--- src/rtl/ram_pkg.sv ---
// ram_pkg: shared state encoding, read-during-write modes and width helper for ram_clr
package ram_pkg;
  typedef enum logic {ST_CLEAR = 1'b0, ST_READY = 1'b1} state_t;
  localparam int RDW_HOLD = 0;
  localparam int RDW_THROUGH = 1;
  function automatic int clog2(input int v);
    int r;
    r = 0;
    while ((1 << r) < v) r++;
    return r;
  endfunction
endpackage

--- src/rtl/ram_clr_seq.sv ---
// ram_clr_seq: reset-driven clear sequencer, zeroes one word per cycle then releases the port
module ram_clr_seq
  import ram_pkg::*;
#(
  parameter int DEPTH  = 256,
  parameter int ADDR_W = 8
) (
  input  logic              clk,
  input  logic              rst,
  output logic              busy,
  output logic              clr_we,
  output logic [ADDR_W:0]   clr_addr
);
  localparam logic [ADDR_W:0] LAST = (ADDR_W+1)'(DEPTH - 1);
  state_t state, state_n;
  logic [ADDR_W:0] addr_n;
  always_ff @(posedge clk) begin
    if (rst) begin
      state    <= ST_CLEAR;
      clr_addr <= '0;
    end else begin
      state    <= state_n;
      clr_addr <= addr_n;
    end
  end
  always_comb begin
    state_n = (state == ST_CLEAR && clr_addr == LAST) ? ST_READY : state;
    addr_n  = (state == ST_CLEAR) ? clr_addr + 1'b1 : clr_addr;
  end
  assign busy   = (state == ST_CLEAR);
  assign clr_we = busy & ~rst;
endmodule

--- src/rtl/ram_clr.sv ---
// ram_clr: single-port synchronous RAM with clear-on-reset, status pulses and range protection
module ram_clr
  import ram_pkg::*;
#(
  parameter int DATA_W   = 10,
  parameter int DEPTH    = 256,
  parameter int ADDR_W   = 8,
  parameter int RDW_MODE = RDW_HOLD
) (
  input  logic              clk,
  input  logic              rst,
  input  logic              en,
  input  logic              we,
  input  logic [ADDR_W-1:0] addr,
  input  logic [DATA_W-1:0] in,
  output logic [DATA_W-1:0] out,
  output logic              valid,
  output logic              busy,
  output logic              err
);
  if (DEPTH < 2 || clog2(DEPTH) > ADDR_W) begin : g_bad_depth
    $error("ram_clr: DEPTH must be 2..2**ADDR_W");
  end
  localparam logic THROUGH = (RDW_MODE == RDW_THROUGH);
  logic [DATA_W-1:0] mem [DEPTH];
  logic              clr_we;
  logic [ADDR_W:0]   clr_addr;
  logic              in_range, live;
  ram_clr_seq #(.DEPTH(DEPTH), .ADDR_W(ADDR_W)) u_seq (
    .clk      (clk),
    .rst      (rst),
    .busy     (busy),
    .clr_we   (clr_we),
    .clr_addr (clr_addr)
  );
  assign in_range = {1'b0, addr} < (ADDR_W+1)'(DEPTH);
  assign live     = en & ~busy;
  always_ff @(posedge clk) begin
    if (clr_we)
      mem[clr_addr[ADDR_W-1:0]] <= '0;
    else if (live && in_range && we)
      mem[addr] <= in;
  end
  always_ff @(posedge clk) begin
    if (rst) begin
      out   <= '0;
      valid <= 1'b0;
      err   <= 1'b0;
    end else begin
      valid <= live & in_range & (~we | THROUGH);
      err   <= live & ~in_range;
      if (live)
        out <= !in_range ? '0 : !we ? mem[addr] : THROUGH ? in : out;
    end
  end
endmodule

--- config.mk ---
export PLATFORM = sky130hd
export DESIGN_NAME = ram_clr
export DESIGN_NICKNAME = d
export VERILOG_FILES = /design/src/rtl/ram_pkg.sv /design/src/rtl/ram_clr_seq.sv /design/src/rtl/ram_clr.sv
export SDC_FILE = /design/constraint.sdc
export NUM_CORES = 2
export LEC_CHECK = 0
export BUFFER_PORTS_ARGS = -buffer_cell sky130_fd_sc_hd__buf_2
export CORE_ASPECT_RATIO = 0.75
export CORE_MARGIN = 2
export CORE_UTILIZATION = 59
export CTS_BUF_LIST = sky130_fd_sc_hd__clkbuf_4 sky130_fd_sc_hd__clkbuf_8
export CTS_CLUSTER_DIAMETER = 40
export CTS_CLUSTER_SIZE = 10
export DETAILED_ROUTE_END_ITERATION = 8
export GPL_TIMING_DRIVEN = 0
export MAX_ROUTING_LAYER = met4
export PLACE_DENSITY = 0.78
export SETUP_SLACK_MARGIN = 0.15
export SLEW_MARGIN = 5
export SYNTH_ARGS = -nofsm -noshare
export SYNTH_HDL_FRONTEND = slang
export SYNTH_HIERARCHICAL = 1
export SYNTH_SLANG_ARGS = --single-unit
export TNS_END_PERCENT = 1
--- constraint.sdc ---
create_clock -name clk -period 6.85 [get_ports clk]
set_input_delay 1.37 -clock clk [delete_from_list [all_inputs] [get_ports clk]]
set_output_delay 1.37 -clock clk [all_outputs]
set_load 0.05 [all_outputs]
**After elaboration in Yosys (flattened, before gate mapping)**

Memory sizes are Yosys's and may differ from the RTL's. A register that Yosys moved wholly into a read port is not among the register bits.
Index checks and enable logic that the tools add are counted.

- Bits in registers: 11
- Bits in latches: 0
- Memories: 1
- ROM bits: 0
- Input bits: 22
- RAM bits: 2560
- Output and inout port bits: 13
- Logic and storage cells: 24

- Muxes and demuxes: 8
- Add/subtract/negate cells: 1
- Bitwise gates (word level): 6
- Div/mod/pow operators: 0
- Reductions and logical operators: 4
- $mul: 0
- Order comparisons: 0
- Equal/unequal tests: 1
- Shift operators: 0

Memories:

| memory | depth | width | read ports | clocked after memory_dff | wr ports | line | text |
|---|---|---|---|---|---|---|---|
| mem | 256 | 10 | 1 | 1 | 1 | ram_clr.sv:25 | `logic [DATA_W-1:0] mem [DEPTH];` |

Operators by type and width:

| kind | count |
|---|---|
| 10-bit two-way mux | 1 |
| 10-bit OR reduction | 1 |
| 9-bit by 1-bit adder with 9-bit output (second input constant) | 1 |
| 9-bit by 8-bit == test with 1-bit output (second input constant) | 1 |
| 8-bit two-way mux | 1 |
| 1-bit two-way mux | 6 |
| 1-bit AND | 3 |
| 1-bit NOT | 3 |
| 1-bit logical AND | 2 |
| 2-bit AND reduction | 1 |

**Logic depth before layout (Yosys ltp)**

- Depth in word-level cells: 7
- Depth in mapped cells: 13
- Mapped depth without buffers: 7

**Hierarchy**

Netlist, hierarchy kept.

Modules (own cells, without submodules):

| module | cells an instance | seq. area each (sq um) | area each (sq um) | times used |
|---|---|---|---|---|
| ram_clr | 4735 | 77093.9 | 99837.0 | 1 |
| ram_clr_seq | 50 | 200.2 | 431.7 | 1 |

**Least setup slack after synthesis**

Ideal clock, no wire load.

- Kind: input to register
- Start: input port rst
- End: memory mem[0][0], data pin
- Required time: 5.980 ns
- Arrival: 5.962 ns
- Setup slack: 0.018 ns
- Cell stages on the path: 6
- Buffers on the path: 3
- Setup time: 0.870 ns
- Path through: clkbuf_1 -> nor2_1 -> nor4bb_1 -> clkbuf_1 -> clkbuf_1 -> and2_1

- Word-level cells in the longest chain between the ends: 6

Ends and longest elaborated chain:

| element | line | text |
|---|---|---|
| start, declared | ram_clr.sv:11 | `input logic rst,` |
| 1-bit NOT | ram_clr_seq.sv:31 | `assign clr_we = busy & ~rst;` |
| 1-bit AND | ram_clr_seq.sv:31 |  |
| named net clr_we | ram_clr.sv:26 | `logic clr_we;` |
| 1-bit two-way mux | ram_clr.sv:39 | `if (clr_we)` |
| 1-bit two-way mux (not written as such) | ram_clr.sv:42 | `mem[addr] <= in;` |
| 10-bit OR reduction (no source line) | -- |  |
| 10-bit two-way mux (no source line) | -- |  |
| end, declared | ram_clr.sv:25 |  |

The timed path passes the listed nets, and every way through them passes these cells.

**Worst setup path in the final report**

- Start: input port addr[1]
- End: memory mem[50][8] (enable)

- Word-level cells in the longest chain between the ends: 1

Ends and longest elaborated chain:

| element | line | text |
|---|---|---|
| start, declared | ram_clr.sv:14 | `input logic [ADDR_W-1:0] addr,` |
| 8-bit two-way mux (no source line) | -- |  |

No other way between the ends.

==> flow_metrics.tcl <==
set metrics [dict create \
    p_leak_nw 36.7 \
    die-area_mm2 0.173 \
    pre_cts_ws_ps 8.27 \
    crit_type "in -> reg" \
    drt_iter0_markers 9437 \
    hold_viol 0 \
    powerDensity_mw_per_mm2 259 \
    fin_skew_ps 73.3 \
    cts.path.max_buffers 4 \
    start_util 0.596 \
    cap_viol_max_count 0 \
    tightest_slew_ps 1380 \
    synth_area_leaders "edfxtp_1 (77%), mux4_2 (11%), mux2i_1 (3.4%)" \
    ant_nets 0 \
    worstSkewPairLatency_ps 1080 \
    gp_congestion 1.00 \
    combPwrFrac 0.046 \
    cts_resized 0 \
    grt_overflow 0 \
    netlist_area_mm2 0.100 \
    p_sw_mw 6.10 \
    ir_drop_mv 0.236 \
    drc_errors 0 \
    synth_top_area_cell "edfxtp_1" \
    seqPwrFrac 0.604 \
    status "completed" \
    cpMostUsedCell "buf_2" \
    drtPass1Iterations 7 \
    slew_viol_final 0 \
    ioPinCount 35 \
    die_x_um 480 \
    coreArea_mm2 0.168 \
    die_height_um 361 \
    ys_types 64 \
    yosysTopAreaCellShare 0.767 \
    cts_tree "done" \
    critPathCaptureType "flop" \
    intPower_mw 22.2 \
    p_clk_frac 0.350 \
    vias 53300 \
    place_hpwl_um 180000 \
    max_freq_ghz 0.166 \
    startpoint_type "primary input" \
    setup_ws_ps 821 \
    post-place-cells 7094 \
    netlist_instances 4785 \
    clockRootBuffer "clkbuf_8" \
    yosysSeqAreaShare 0.771 \
    fin_nets 5195 \
    layout-drive-gt1-share 0.226 \
    cts_hold_buf 0 \
    vias_per_cell 7.09 \
    p_sw_frac 0.215 \
    path_delay_family "buffers and inverters" \
    slew_headroom 0.0781 \
    path_cells "buf_2 > buf_4 > buf_4 > buf_2 > clkbuf_1 > nand3b_1 > o21ai_1 > nand3_1 > buf_2 > nor2_1" \
    detailed_place.area_mm2 0.104 \
    wire_per_inst_um 35.7 \
    path_buf_inv 6 \
    htreeDepth 5 \
    grt_max_degree 89 \
    grt_use_total 0.320 \
    design_area_mm2 0.109 \
    hold_ws_ps 500 \
    hp-class "reg -> reg" \
    grt_pass1_vias 51100 \
    syn2layout_area_growth_pct 9.04 \
    final_cells 7521 \
    cp.required_ps 7510 \
    row_count 130 \
    syn-num-nets 4809 \
    async_flop_share 0 \
    crit_arrival_ps 6690 \
    yosysWarnings 6 \
    cts_sinks 2581 \
    crit_path_max_fanout 10 \
    timing.final.crit_share 0.880 \
    synth_flop_cell "edfxtp_1" \
    grt_pass1_wl_um 375000 \
    worst_path_max_delay_cell "nor2_1" \
    drt-total-wl_um 268000 \
    synth_seq_cells 2581 \
    setup_viol_count_final 0 \
    cts_buffers 318 \
    io_buffers 29 \
    synth-edff-count 2560 \
    clk_pin_slew_worst_paths_ps 70 \
    cts_setup_buffers 0 \
    crit_path_max_incr_delay_ps 1040 \
    antenna_found_initial 13 \
    postSynthAreaPerCell_um2 21.0 \
    finalWorstPathRequiredPeriod_ps 6030 \
    rsz0062_at_grt "false" \
]
==> worst reg2reg max path: stages, from the launching register on <==
cell      delay [ps]
dfxtp_1          370
clkbuf_1         470
inv_1            330
nor4bb_1         520
clkbuf_1         610
nand2_1          140
o21ai_1          470
nand3_1          650
clkbuf_2         780
nor2_1          1130
==> cells in the final DEF (no fill, tap or decap), drive strengths merged, types with 18 or more instances in the layout <==
cell	synthesis	layout
nor2	338	338
o21ai	35	35
a221oi	21	21
mux2	19	19
o221ai	71	71
o22ai	80	80
clkbuf	104	482
a21oi	45	45
nand3	47	47
o211ai	20	20
mux2i	341	341
a2111oi	18	18
mux4	516	516
diode	0	20
edfxtp	2560	2560
nand2	98	98
a22oi	93	93
dfxtp	21	21
buf	171	232
==> routing by layer <==
layer | GRT usage | share of wire
met5 | - | 0
met4 | 0.128 | 0.043
met3 | 0.112 | 0.15
met1 | 0.449 | 0.37
met2 | 0.432 | 0.43
==> kinds of logic (layout without fill, tap and decap cells) <==
kind of cell | Yosys count | after routing | synth area share
AOI/OAI and AO/OA | 434 | 434 | 0.0313
xor gates and xnor gates | 4 | 4 | 0.000349
adders and majority gates | 2 | 2 | 0.000250
buffers and inverters | 283 | 755 | 0.0173
DFF | 2581 | 2581 | 0.771
muxes | 876 | 876 | 0.152
other | 1 | 21 | 0.0000374
and+or+nand+nor | 604 | 604 | 0.0276
==> power by group through the flow <==
| stage | Clock [mW] | Sequential [mW] | Combinational, mW |
|---|---|---|---|
| global placement | 0 | 17.4 | 1.23 |
| CTS | 9.90 | 17.1 | 1.26 |
| floorplan | 0 | 17.4 | 0.776 |
| global route | 10.5 | 17.1 | 1.32 |
| detailed placement | 0 | 17.4 | 1.26 |
| finish | 9.92 | 17.1 | 1.31 |
==> stage by stage <==
stage / util / power (mW) / TNS [ps]
after floorplan: - / 18.2 / 0
after global placement: 0.614 / 18.7 / -3035100
after detailed placement: 0.619 / 18.7 / 0
after CTS: 0.650 / 28.3 / 0
after global routing: 0.650 / 28.9 / 0
final: 0.650 / 28.3 / 0
==> sequential cells by signal (all words and copies together) (netlist names) <==
register,count
valid,1
u_seq/clr_addr,9
mem,2560
u_seq/state,1
out,10
==> cell type report <==
type / instances / area (um^2)
clock inverters: 30 / 240
clock buffers: 376 / 4860
multi-input cells: 1921 / 21300
repair buffers: 66 / 1040
well taps: 2244 / 2810
fillers: 10700 / 58800
plain buffers: 276 / 1730
flip-flops and latches: 2581 / 77300
diodes: 20 / 50.0
inverters: 7 / 26.3
==> cells in the mapped netlist, drive strengths merged (3+ instances only) <==
master / number
mux2: 19
xor2: 3
mux2i: 341
or3: 14
o41ai: 9
mux4: 516
nor2: 338
nor4b: 5
a21oi: 45
nand2b: 9
o2111ai: 9
nand4: 4
a2111oi: 18
nand2: 98
nor4bb: 7
o31ai: 15
buf: 171
nor4: 11
inv: 7
or4b: 9
nor3: 11
o21ai: 35
edfxtp: 2560
a221oi: 21
nand3b: 13
or3b: 4
nand3: 47
o221ai: 71
nand4b: 3
o211ai: 20
dfxtp: 21
a22oi: 93
o22ai: 80
a211oi: 12
clkbuf: 104
and2: 16
nor2b: 5
==> path summary, 6_finish.rpt <==
path | start | endpoint | slack [ps] | depth (start not counted)
worst max register to register | u_seq/state$_SDFFE_PP0P_ | mem[219][2]$_DFFE_PP_ | 950 | 9
worst max-delay path | addr[1] | mem[50][8]$_DFFE_PP_ | 820 | 10
worst min register to register | u_seq/clr_addr[8]$_SDFFE_PP0N_ | u_seq/clr_addr[8]$_SDFFE_PP0N_ | 500 | 2
worst min-delay path | u_seq/clr_addr[8]$_SDFFE_PP0N_ | u_seq/clr_addr[8]$_SDFFE_PP0N_ | 500 | 2
Power figures use the tool's default switching activity.
